## src/rtl/adder_pkg.sv

```systemverilog
// Shared encodings and flag bundle for the pipelined add/sub unit.
package adder_pkg;

    localparam logic ADD = 1'b0;
    localparam logic SUB = 1'b1;

    typedef struct packed {
        logic n;
        logic z;
        logic c;
        logic v;
    } alu_flags_t;

endpackage

```

## src/rtl/adder_slice.sv

```systemverilog
// W-bit ripple adder slice built from full adders; combinational, no handshake.
// Also exposes the carry into the slice MSB so the top slice can derive signed overflow.
module adder_slice #(
    parameter int W = 8
) (
    input  logic [W-1:0] a,
    input  logic [W-1:0] b,
    input  logic         cin,
    output logic [W-1:0] sum,
    output logic         cout,
    output logic         c_msb_in
);

    logic [W:0] w_c;

    assign w_c[0] = cin;

    for (genvar i = 0; i < W; i++) begin : g_bit
        fulladder u_fa (
            .a    (a[i]),
            .b    (b[i]),
            .cin  (w_c[i]),
            .sum  (sum[i]),
            .cout (w_c[i+1])
        );
    end

    assign cout     = w_c[W];
    assign c_msb_in = w_c[W-1];

endmodule

```

## src/rtl/fulladder.sv

```systemverilog
// One-bit full adder, the basic cell of every slice ripple chain; purely combinational.
module fulladder (
    input  logic a,
    input  logic b,
    input  logic cin,
    output logic sum,
    output logic cout
);

    assign sum  = a ^ b ^ cin;
    assign cout = (a & b) | (cin & (a ^ b));

endmodule

```

## src/rtl/pipelined_adder.sv

```systemverilog
// Pipelined WIDTH-bit add/sub with NZCV flags, one WIDTH/STAGES slice per stage; latency STAGES cycles.
// Whole pipe freezes when the output is valid and not taken; in_ready = !out_valid | out_ready.
module pipelined_adder
    import adder_pkg::*;
#(
    parameter int WIDTH  = 32,
    parameter int STAGES = 4
) (
    input  logic             clk,
    input  logic             rst_n,
    input  logic             in_valid,
    output logic             in_ready,
    input  logic [WIDTH-1:0] a,
    input  logic [WIDTH-1:0] b,
    input  logic             cin,
    input  logic             op,
    output logic             out_valid,
    input  logic             out_ready,
    output logic [WIDTH-1:0] sum,
    output logic             flag_n,
    output logic             flag_z,
    output logic             flag_c,
    output logic             flag_v
);

    localparam int W = WIDTH / STAGES;

    logic             w_advance;
    logic [WIDTH-1:0] w_b_eff;
    logic             w_c0;
    alu_flags_t       w_flags;

    assign w_advance = !out_valid || out_ready;
    assign in_ready  = w_advance;

    // Subtraction is a + ~b + !cin, so a borrow-in of 1 removes the +1.
    assign w_b_eff = (op == ADD) ? b : ~b;
    assign w_c0    = (op == SUB) ? !cin : cin;

    for (genvar k = 0; k < STAGES; k++) begin : g_stage
        localparam int SMW = (k + 1) * W;

        logic [W-1:0]   w_sa;
        logic [W-1:0]   w_sb;
        logic [W-1:0]   w_ss;
        logic           w_ci;
        logic           w_co;
        logic           w_cm;
        logic           w_vld_in;
        logic           w_z_in;
        logic [SMW-1:0] w_sum_nxt;

        logic           r_vld;
        logic           r_carry;
        logic           r_z;
        logic [SMW-1:0] r_sum;

        if (k == 0) begin : g_head
            assign w_sa      = a[W-1:0];
            assign w_sb      = w_b_eff[W-1:0];
            assign w_ci      = w_c0;
            assign w_vld_in  = in_valid;
            assign w_z_in    = 1'b1;
            assign w_sum_nxt = w_ss;
        end else begin : g_body
            assign w_sa      = g_stage[k-1].g_skew.r_a[W-1:0];
            assign w_sb      = g_stage[k-1].g_skew.r_b[W-1:0];
            assign w_ci      = g_stage[k-1].r_carry;
            assign w_vld_in  = g_stage[k-1].r_vld;
            assign w_z_in    = g_stage[k-1].r_z;
            assign w_sum_nxt = {w_ss, g_stage[k-1].r_sum};
        end

        adder_slice #(
            .W (W)
        ) u_slice (
            .a        (w_sa),
            .b        (w_sb),
            .cin      (w_ci),
            .sum      (w_ss),
            .cout     (w_co),
            .c_msb_in (w_cm)
        );

        // Bubbles shift like real beats; only the valid bit tells them apart.
        always_ff @(posedge clk or negedge rst_n) begin
            if (!rst_n) begin
                r_vld   <= 1'b0;
                r_carry <= 1'b0;
                r_z     <= 1'b0;
                r_sum   <= '0;
            end else if (w_advance) begin
                r_vld   <= w_vld_in;
                r_carry <= w_co;
                r_z     <= w_z_in && (w_ss == '0);
                r_sum   <= w_sum_nxt;
            end
        end

        if (k < STAGES - 1) begin : g_skew
            localparam int SKW = WIDTH - (k + 1) * W;

            logic [SKW-1:0] w_a_nxt;
            logic [SKW-1:0] w_b_nxt;
            logic [SKW-1:0] r_a;
            logic [SKW-1:0] r_b;

            if (k == 0) begin : g_src_in
                assign w_a_nxt = a[WIDTH-1:W];
                assign w_b_nxt = w_b_eff[WIDTH-1:W];
            end else begin : g_src_prev
                assign w_a_nxt = g_stage[k-1].g_skew.r_a[SKW+W-1:W];
                assign w_b_nxt = g_stage[k-1].g_skew.r_b[SKW+W-1:W];
            end

            always_ff @(posedge clk or negedge rst_n) begin
                if (!rst_n) begin
                    r_a <= '0;
                    r_b <= '0;
                end else if (w_advance) begin
                    r_a <= w_a_nxt;
                    r_b <= w_b_nxt;
                end
            end
        end

        if (k == STAGES - 1) begin : g_tail
            logic r_v;

            always_ff @(posedge clk or negedge rst_n) begin
                if (!rst_n) begin
                    r_v <= 1'b0;
                end else if (w_advance) begin
                    r_v <= w_cm ^ w_co;
                end
            end
        end else begin : g_mid
            logic w_unused_cm;
            assign w_unused_cm = w_cm;
        end
    end

    assign out_valid = g_stage[STAGES-1].r_vld;
    assign sum       = g_stage[STAGES-1].r_sum;

    assign w_flags.n = g_stage[STAGES-1].r_sum[WIDTH-1];
    assign w_flags.z = g_stage[STAGES-1].r_z;
    assign w_flags.c = g_stage[STAGES-1].r_carry;
    assign w_flags.v = g_stage[STAGES-1].g_tail.r_v;

    assign flag_n = w_flags.n;
    assign flag_z = w_flags.z;
    assign flag_c = w_flags.c;
    assign flag_v = w_flags.v;

endmodule
```

## config.mk

```make
export PLATFORM = sky130hd
export DESIGN_NAME = pipelined_adder
export DESIGN_NICKNAME = d
export VERILOG_FILES = /design/src/rtl/adder_pkg.sv /design/src/rtl/adder_slice.sv /design/src/rtl/fulladder.sv /design/src/rtl/pipelined_adder.sv
export SDC_FILE = /design/constraint.sdc
export NUM_CORES = 1
export LEC_CHECK = 0
export CAP_MARGIN = 5
export CORE_ASPECT_RATIO = 2
export CORE_MARGIN = 4
export CORE_UTILIZATION = 60
export DETAILED_ROUTE_END_ITERATION = 10
export GPL_TIMING_DRIVEN = 0
export MAX_ROUTING_LAYER = met4
export PLACE_DENSITY = 0.91
export SYNTH_ARGS = -nofsm -noshare
export SYNTH_HDL_FRONTEND = slang
export SYNTH_SLANG_ARGS = --single-unit
```

## constraint.sdc

```tcl
create_clock -name clk -period 13.6 [get_ports clk]
set_input_delay 1.36 -clock clk [delete_from_list [all_inputs] [get_ports clk]]
set_output_delay 1.36 -clock clk [all_outputs]
set_load 0.05 [all_outputs]
```

==> out/metrics.yaml, run 1 <==
crit_path_cell_trace: "clkdlybuf4s50_1 -> xor2_1 -> fa_1 -> inv_1 -> fa_1 -> fa_1 -> fa_1 -> inv_1 -> fa_1 -> inv_1 -> fa_1 -> fa_1 -> inv_1 -> fa_1 -> or4b_4 -> o31ai_2"
antenna_found_initial: 1
cp-start-kind: "primary input"
fin_cells: 1151
drt-wirelength-per-cell_um: 17.1
synth.cell_area_mm2: 0.00834
syn_area_per_cell_um2: 9.74
ant_nets: 0
cts_tree: "done"
timing_worst_setup_path_type: "in -> reg"
cap_violations: 0
synth_nets: 958
maxSlewViolCount: 0
syn_to_final_growth_pct: 22.6
cts_setup_buffers: 0
post-route-util_pct: 75.6
path_clk_slew_ns: 0.08
dp_slack_ns: 7.75
port-buffer-count: 106
rows: 60
cts_made_buffers: 17
route.detailed.drc: 0
grt_pass1_wl_um: 32400
ys.flop_type: "dfrtp_1"
relSlewSlack_pct: 41.9
die_w_um: 91.3
hold_end: "sum[15]"
first_global_vias: 6546
regToRegStartpoint: "g_stage[1].r_carry"
reg2regPathDepth: 13
clkSinkCount: 189
drtPass1Iterations: 6
clock_path_buffers: 2
hp-start: "sum[15]"
yosys_warnings: 0
r2r_slack_ns: 9.01
htree_levels: 4
gp_congestion: 0.882
num_vias: 6233
hpwl_um: 13600
tightest_slew_ns: 0.872
setup-violations-final: 0
cpMostUsedCell: "fa_1"
slowest_delay_ns: 0.53
dp.cells: 1118
synth_common_cells: "442 x nand2_1, 189 x dfrtp_1, 32 x fa_1, 31 x o21ai_0, 30 x inv_1"
async_reset_ff_share_pct: 100
die_height_um: 175
vias_per_cell: 5.42
ctsHoldBuffers: 0
whs_ns: 0.465
gr-total-overflow: 0
initial_core_util_pct: 61.7
yosysSeqAreaShare_pct: 56.7
synth.distinct_cells: 28
clock-root-buffer: "clkbuf_16"
arrival_ns: 5.86
min_period_over_period_pct: 40.5
crit_slowest_cell: "or4b_4"
die_area_mm2: 0.0160
hold_depth: 2
path_buf_inv: 5
setup_slack_ns: 8.09
num-nets-final: 1084
synth_area_leaders: "dfrtp_1 57%, nand2_1 20%, fa_1 7.7%"
min_path_type: "reg -> reg"
crit_family: "adder cells"
setup_tns_ns: 0
ir_drop_v: 0.000140
rsz0062_at_grt: "no"
grt_start_max_net_pins: 119
wl_um: 19700
p_leak_nw: 5.07
yosysMostFrequentCell: "nand2_1"
num_io_pins: 108
worstSkewPairLatency_ns: 0.44
drtIter0Drc: 517
critical_path.max_fanout: 2
fillers: 834
drive_above_1_share_pct: 10.5
synth_seq_cells: 189
cp-end-kind: "flop"
status: "finished, final reports clean"
period_needed_ns: 5.51
finalHoldViolations: 0
reg2reg_to: "g_stage[2].r_z"
netlist_instances: 856
required_ns: 13.95
synth_largest_area_cell: "dfrtp_1"
synth_top_area_share_pct: 56.7
max_freq_ghz: 0.181
synth_edf_count: 0
p_per_area_mw_per_mm2: 251
post_cts_resized: 0
grtUsageTotal_pct: 27.1
skew_ns: 0.00848
fp.coreArea_mm2: 0.0135
==> cell usage in the layout (no fill, tap or decap), drive strengths merged, types with 2 or more instances in the layout <==
| master | count |
|---|---|
| nand2 | 442 |
| dfrtp | 189 |
| clkdlybuf4s50 | 105 |
| buf | 46 |
| inv | 39 |
| o21ai | 34 |
| fa | 32 |
| xnor2 | 27 |
| clkbuf | 20 |
| a21oi | 15 |
| nor2 | 15 |
| xor2 | 7 |
| clkinv | 6 |
| o31ai | 3 |
| nor4 | 3 |
| nand3b | 2 |
| nand3 | 2 |
==> tightest hold or removal path, cell delays in order (launching register included) <==
cell	delay, ns
dfrtp_1	0.34
nand2_1	0.05
nand2_1	0.04
==> layout make-up <==
cell class / count / area [µm²] / area share [%]
well taps: 155 / 194 / 1.90
repair buffers: 107 / 1090 / 10.7
clock buffers: 17 / 425 / 4.16
multi-input cells: 589 / 3110 / 30.4
inverters: 31 / 119 / 1.16
diodes: 1 / 2.50 / 0.0245
clock inverters: 15 / 168 / 1.64
flip-flops and latches: 189 / 4730 / 46.3
plain buffers: 47 / 377 / 3.69
==> routing by layer <==
metal  share of wire (%)  GRT usage, %  up-vias
met3                 5.4          4.87       71
met2                  56          47.8      252
met5                   0             -        -
li1                    -             -     2865
met4                 5.1          14.4        0
met1                  33          28.6     3045
==> worst max-delay path by stage <==
| stage | startpoint | end | slack (ns) | depth (start not counted) |
|---|---|---|---|---|
| after floorplan | op | g_stage[0].r_z | 8.07 | 17 |
| after global placement | rst_n | sum[22] | 3.81 | 1 |
| after detailed placement | b[0] | g_stage[0].r_z | 7.75 | 16 |
| after CTS | b[0] | g_stage[0].r_z | 8.09 | 16 |
| after global routing | b[0] | g_stage[0].r_z | 7.90 | 16 |
| final | b[0] | g_stage[0].r_z | 8.09 | 16 |
==> registers in the layout, summed over array words and instances, names as in the netlist, 3 cells and up <==
signal	cells
g_stage.g_skew.r_a	48
g_stage.g_skew.r_b	48
g_stage.r_sum	48
sum	32
g_stage.r_carry	3
g_stage.r_vld	3
g_stage.r_z	3
==> per-stage QoR <==
stage               power, W  cell area, µm²
global route         0.00273           10200
CTS                  0.00257           10200
global placement     0.00199            9590
detailed placement   0.00204            9620
floorplan            0.00169            8340
finish               0.00257           10200
==> report_power, final <==
part,switching (W),internal (W)
sequential,0.000153,0.000809
combinational,0.000696,0.000417
clock,0.000243,0.000248
==> logic make-up after synthesis <==
group                    share of synthesized area [%]
AND/OR/NAND/NOR                                   21.9
flip-flops                                        56.7
buffers and inverters                             5.94
AO/OA/AOI/OAI                                     4.19
XOR/XNOR                                          3.57
adder cells (fa/ha/maj)                           7.69
No activity file was read; power rests on OpenSTA's default activity.
==> run 2, diff against run 1 <==
Settings changed: CORE_UTILIZATION 60 to 50, PLACE_DENSITY 0.91 to 0.81.
Clock period 13.6 ns to 4.7 ns, I/O delays scaled along.
==> run 2 against run 1 <==
Net effect: worst setup slack worse by 7.9 ns; non-clock buffer count stayed put; wire length is 6.0% lower; largest power group unchanged.
==> out/metrics.yaml, run 2 (synthesized netlist as in run 1, its figures left out) <==
status: "finished, final reports clean"
final_common_cell: "nand2_1"
drtIter0Drc: 352  # -32%
min_period_over_period_pct: 96.1
syn_to_final_growth_pct: 23.8
r2r_slack_ns: 0.18  # -8.83 ns
crit_path_cell_trace: "fa_1 -> fa_2 -> fa_1 -> fa_1 -> inv_1 -> fa_1 -> inv_1 -> fa_1 -> fa_1 -> inv_1 -> fa_1 -> and3_1 -> a32o_1"
endpoint: "g_stage[2].r_z"
grt_pass1_wl_um: 30300  # -6.4%
post_cts_resized: 0  # unchanged
whs_ns: 0.101  # -0.364 ns
setup_slack_ns: 0.182  # -7.91 ns
crit_slowest_cell: "fa_1"
ant_nets: 0  # unchanged
clkSinkCount: 189  # unchanged
port-buffer-count: 106  # unchanged
p_leak_nw: 5.09  # +0.30%
min_path_type: "in -> async"
slowest_delay_ns: 0.48  # -0.05 ns
cts_tree: "done"
gp_congestion: 0.861  # -2.4%
maxSlewViolCount: 0  # unchanged
largest_registers: "g_stage.g_skew.r_a: 48 flops, g_stage.g_skew.r_b: 48 flops, g_stage.r_sum: 48 flops"
clock_path_buffers: 2  # unchanged
initial_core_util_pct: 51.0  # -11 points
skew_ns: 0.00791  # -0.000570 ns
hpwl_um: 13600  # +0.30%
num_io_pins: 108  # unchanged
use_met3_pct: 2.64  # -2.2 points
p_sw_w: 0.00304  # +180%
route.detailed.drc: 0  # unchanged
reg2regPathDepth: 13  # unchanged
clock-root-buffer: "clkbuf_16"
required_ns: 5.02  # -8.93 ns
gr-total-overflow: 0  # unchanged
ir_drop_v: 0.000393  # +180%
max_freq_ghz: 0.221
timing_worst_setup_path_type: "reg -> reg"
internal_power_w: 0.00440  # +200%
drive_above_1_share_pct: 10.8  # +0.30 points
p_per_area_mw_per_mm2: 721  # +190%
dp.cells: 1167  # +4.4%
cp-start-kind: "flop"
seq_power_share_pct: 37.2  # -0.3 points
arrival_ns: 4.84  # -1.02 ns
wl_um: 18500  # -6.0%
gr-usage-met1_pct: 21.7  # -6.9 points
grt_busiest_layer: "met2"
worstSkewPairLatency_ns: 0.43  # about the same
stdcell_area_mm2: 0.0103  # +0.99%
rows: 66  # +10%
regToRegStartpoint: "g_stage[1].r_carry"
rsz0062_at_grt: "no"
relSlewSlack_pct: 40.5  # -1.3 points
path_clk_slew_ns: 0.07  # about the same
cpMostUsedCell: "fa_1"
met2_usage_pct: 39.4  # -8.4 points
cp-end-kind: "flop"
layout_common_cells: "442 x nand2_1, 189 x dfrtp_1, 105 x clkdlybuf4s50_1"
place_area_mm2: 0.00968  # +0.64%
die_height_um: 191  # +9.1%
critical_path.max_fanout: 2  # unchanged
vias_per_cell: 4.95  # -8.6%
grtUsageTotal_pct: 21.4  # -5.7 points
die_w_um: 99.3  # +8.7%
drt-wirelength-per-cell_um: 15.4  # -9.9%
power_frac_clock_pct: 20.3  # +1.2 points
swShare_pct: 40.8  # -1.8 points
cap_violations: 0  # unchanged
crit_start: "g_stage[1].r_carry"
grt_start_max_net_pins: 119  # unchanged
antenna_found_initial: 1  # unchanged
first_global_vias: 6169  # -5.8%
dp_slack_ns: -0.311  # -8.06 ns
period_needed_ns: 4.52
finalHoldViolations: 0  # unchanged
cts_setup_buffers: 0  # unchanged
combinationalPowerShare_pct: 42.5  # -0.9 points
fp.coreArea_mm2: 0.0164  # +21%
num-nets-final: 1084  # unchanged
cts_made_buffers: 17  # unchanged
reg2reg_to: "g_stage[2].r_z"
htree_levels: 4  # unchanged
tightest_slew_ns: 0.892  # +0.0197 ns
ctsHoldBuffers: 0  # unchanged
die_area_mm2: 0.0189  # +19%
fin_cells: 1200  # +4.3%
drtPass1Iterations: 5  # -1
num_vias: 5942  # -4.7%
setup-violations-final: 0  # unchanged
-- run 2: power by group through the flow --
stage          Combinational [W]  Clock [W]  Sequential [W]
4_1_cts                  0.00319    0.00153         0.00277
5_1_grt                  0.00348    0.00159         0.00285
3_3_place_gp             0.00302          0         0.00276
2_1_floorplan            0.00168          0         0.00320
6_report                 0.00316    0.00151         0.00277
3_5_place_dp             0.00314          0         0.00279
-- run 2: critical path, delay by kind of cell (launching register included) --
kind / cells / cell delay (ns)
AO/OA/AOI/OAI: 1 / 0.24
adder cells (fa/ha/maj): 8 / 3.31
buffers and inverters: 3 / 0.23
flip-flops: 1 / 0.41
AND/OR/NAND/NOR: 1 / 0.20
-- run 2: final cells by class --
type | count | area, µm²
antenna | 1 | 2.50
buffer | 47 | 377
clock buffer | 17 | 425
clock inverter | 15 | 195
fill | 1266 | 6030
inverter | 31 | 119
multi-input combinational | 589 | 3120
sequential | 189 | 4730
tap | 204 | 255
timing repair buffer | 107 | 1090
-- run 2: how the worst min path moves through the flow --
stage,cells past startpoint,end,startpoint,slack [ns]
after floorplan,0,flag_c,rst_n,0.17
after global placement,2,g_stage[2].r_vld,g_stage[2].r_vld,0.44
after detailed placement,2,g_stage[2].r_vld,g_stage[2].r_vld,0.45
after CTS,1,out_valid,rst_n,0.16
after global routing,1,out_valid,rst_n,0.18
final,1,out_valid,rst_n,0.10
-- run 2: routing by layer --
metal  vias to the layer above  routed length [µm]
met4                         0                 758
met5                         -                   0
met3                        41                 606
li1                       2854                   -
met2                       155               10600
met1                      2892                6560
-- run 2: metrics by stage --
| step | TNS (ns) | util [%] | power (W) |
|---|---|---|---|
| 2_1_floorplan | 0 | - | 0.00488 |
| 3_3_place_gp | -810.09 | 59.0 | 0.00579 |
| 3_5_place_dp | -0.311 | 59.2 | 0.00594 |
| 4_1_cts | 0 | 63.0 | 0.00749 |
| 5_1_grt | 0 | 63.1 | 0.00792 |
| 6_report | 0 | 63.1 | 0.00744 |
==> run 3, diff against run 2 <==
Settings changed: SYNTH_HIERARCHICAL set to 1.
==> run 3 against run 2 <==
Net effect: area after synthesis down 2.5%; count of clock-buffer cells in the layout up 1; final cell count down 0.75%; utilization up 0.28 points; worst setup slack better by 0.040 ns; sequential share of layout area up 1.2 points; non-clock buffer count down 1; register-to-register slack better by 0.04 ns; largest cell class unchanged; largest power group unchanged.
==> out/metrics.yaml, run 3 <==
crit_path_cell_trace: "fa_1 -> fa_1 -> fa_1 -> fa_1 -> fa_1 -> fa_1 -> fa_1 -> fa_1 -> nor4_1 -> nand4b_1 -> o21ai_0"
layout_common_cells: "507 x nand2_1, 189 x dfrtp_1, 105 x clkdlybuf4s50_1"
fin_cells: 1191  # -0.75%
die_height_um: 188  # -1.2%
clock_path_buffers: 2  # unchanged
drtIter0Drc: 333  # -5.4%
finalHoldViolations: 0  # unchanged
syn_to_final_growth_pct: 23.7  # about the same
use_met3_pct: 2.45  # -0.19 points
skew_ns: 0.0106  # +0.00266 ns
post_cts_resized: 0  # unchanged
status: "finished, final reports clean"
setup_slack_ns: 0.222  # +0.0403 ns
grt_start_max_net_pins: 104  # -13%
wl_um: 17700  # -4.1%
cpMostUsedCell: "fa_1"
htree_levels: 4  # unchanged
route.detailed.drc: 0  # unchanged
maxSlewViolCount: 0  # unchanged
rows: 65  # -1.5%
num_vias: 5836  # -1.8%
synth_common_cells: "507 x nand2_1, 189 x dfrtp_1, 32 x fa_1, 28 x o21ai_0, 25 x xnor2_1"
slowest_delay_ns: 0.52  # +0.04 ns
cap_violations: 0  # unchanged
num_io_pins: 108  # unchanged
yosys_warnings: 6  # +6
num-nets-final: 1079  # -0.46%
synth_largest_area_cell: "dfrtp_1"
timing_worst_setup_path_type: "reg -> reg"
syn_area_per_cell_um2: 9.55  # -1.9%
required_ns: 5.06  # +0.04 ns
met2_usage_pct: 38.8  # -0.64 points
setup_tns_ns: 0  # unchanged
grtUsageTotal_pct: 20.8  # -0.65 points
grt_pass1_wl_um: 29500  # -2.7%
port-buffer-count: 106  # unchanged
diodes: 0  # -1
min_path_type: "in -> async"
synth_top_area_share_pct: 58.2  # +1.4 points
place_area_mm2: 0.00947  # -2.2%
post-route-util_pct: 63.4  # +0.28 points
rsz0062_at_grt: "no"
drt-wirelength-per-cell_um: 14.9  # -3.4%
grt_busiest_layer: "met2"
clkSinkCount: 189  # unchanged
synth_edf_count: 0  # unchanged
crit_slowest_cell: "fa_1"
p_leak_nw: 5.02  # -1.4%
ys.flop_type: "dfrtp_1"
synth_area_leaders: "dfrtp_1 58%, nand2_1 23%, fa_1 7.9%"
p_per_area_mw_per_mm2: 706  # -2.1%
synth_nets: 953  # -0.52%
final_common_cell: "nand2_1"
synth-compound-area-share_pct: 1.72  # -2.5 points
stdcell_area_mm2: 0.0101  # -2.6%
async_reset_ff_share_pct: 100  # unchanged
clock-root-buffer: "clkbuf_16"
initial_core_util_pct: 51.3  # +0.28 points
setup-violations-final: 0  # unchanged
vias_per_cell: 4.90  # -1.0%
fp.coreArea_mm2: 0.0159  # -3.0%
synth_adder_area_share_pct: 7.88  # +0.20 points
ir_drop_v: 0.000351  # -11%
gp_congestion: 0.835  # -3.0%
cp-start-kind: "flop"
die_area_mm2: 0.0185  # -2.3%
cp-end-kind: "flop"
worstSkewPairLatency_ns: 0.43  # about the same
cts_setup_buffers: 0  # unchanged
tightest_slew_ns: 0.793  # -0.0987 ns
synth_seq_cells: 189  # unchanged
drtPass1Iterations: 6  # +1
path_clk_slew_ns: 0.07  # about the same
max_freq_ghz: 0.223  # +0.90%
netlist_instances: 851  # -0.58%
drive_above_1_share_pct: 7.68  # -3.1 points
cts_tree: "done"
relSlewSlack_pct: 47.1  # +6.6 points
synth.distinct_cells: 17  # -39%
antenna_found_initial: 0  # -1
yosysMostFrequentCell: "nand2_1"
period_needed_ns: 4.48  # -0.0403 ns
first_global_vias: 6160  # -0.15%
synth_top_family_by_area: "simple AND/OR/NAND/NOR gates"
min_period_over_period_pct: 95.3  # -0.86 points
ant_nets: 0  # unchanged
arrival_ns: 4.84  # about the same
synth.cell_area_mm2: 0.00813  # -2.5%
cts_made_buffers: 17  # unchanged
yosys.area_share.simple_pct: 24.5  # +2.7 points
gr-total-overflow: 0  # unchanged
largest_registers: "g_stage.g_skew.r_a: 48 flops, g_stage.g_skew.r_b: 48 flops, g_stage.r_sum: 48 flops"
die_w_um: 98.2  # -1.1%
synthMuxAreaShare_pct: 0  # unchanged
hpwl_um: 13000  # -4.6%
dp_slack_ns: -0.217  # +0.0935 ns
gr-usage-met1_pct: 21.6  # -0.072 points
yosysSeqAreaShare_pct: 58.2  # +1.4 points
ctsHoldBuffers: 0  # unchanged
dp.cells: 1159  # -0.69%
critical_path.max_fanout: 2  # unchanged
synth_xor_area_share_pct: 3.66  # +0.091 points
==> run 3: cell types whose count changed after synthesis, sizes merged, moves of 3 or more <==
| cell | before | now |
|---|---|---|
| o31ai | 3 | 0 |
| inv | 31 | 1 |
| a21oi | 15 | 0 |
| nor2 | 15 | 0 |
| nand4b | 0 | 3 |
| o21ai | 34 | 28 |
| nand2 | 442 | 507 |
| buf | 44 | 41 |
==> run 3: cell families after synthesis <==
| kind of cell | after synthesis |
|---|---|
| buffers and inverters | 47 |
| XOR/XNOR | 34 |
| AO/OA/AOI/OAI | 28 |
| adder cells (fa/ha/maj) | 32 |
| AND/OR/NAND/NOR | 521 |
| flip-flops | 189 |
==> run 3: path summary, 6_finish.rpt <==
| kind | endpoint | depth (start not counted) | start | slack, ns |
|---|---|---|---|---|
| hold / removal | g_stage[1].r_sum[2] | 1 | rst_n | 0.04 |
| hold reg to reg | flag_c | 2 | flag_c | 0.47 |
| setup reg to reg | g_stage[1].r_z | 11 | g_stage[0].g_skew.r_a[0] | 0.22 |
| max in group asynchronous | g_stage[1].g_skew.r_b[11] | 2 | rst_n | 3.71 |
| setup / recovery | g_stage[1].r_z | 11 | g_stage[0].g_skew.r_a[0] | 0.22 |
| min in group clk | flag_c | 2 | flag_c | 0.47 |
==> run 3: critical path: cells and delay by family (launching register included) <==
kind,cells,cell delay (ns)
DFF,1,0.41
AOI/OAI and AO/OA,1,0.17
adders and majority gates,8,3.38
and+or+nand+nor,2,0.47
==> run 3: layout make-up <==
class / instances / area (µm²)
plain buffers: 46 / 319
repair buffers: 107 / 1090
clock inverters: 14 / 151
clock buffers: 18 / 429
inverters: 1 / 6.26
multi-input cells: 615 / 3070
well taps: 201 / 251
fillers: 1250 / 5800
flip-flops and latches: 189 / 4730
==> run 3: through the flow <==
| step | hold WS, ns | total power [W] |
|---|---|---|
| floorplan | 0.174 | 0.00470 |
| global placement | 0.444 | 0.00555 |
| detailed placement | 0.455 | 0.00568 |
| CTS | 0.103 | 0.00713 |
| global route | 0.127 | 0.00758 |
| finish | 0.0401 | 0.00710 |
==> run 3: routing by layer <==
layer	part of all wire, %	vias to the layer above
li1	-	2851
met1	37	2788
met2	57	155
met3	3.4	42
met4	2.9	0
met5	0	-
==> run 3: report_power, final <==
| group | internal, W | switching (W) | total [W] |
|---|---|---|---|
| Clock | 0.000753 | 0.000662 | 0.00142 |
| Combinational | 0.00111 | 0.00179 | 0.00290 |
| Sequential | 0.00234 | 0.000447 | 0.00278 |
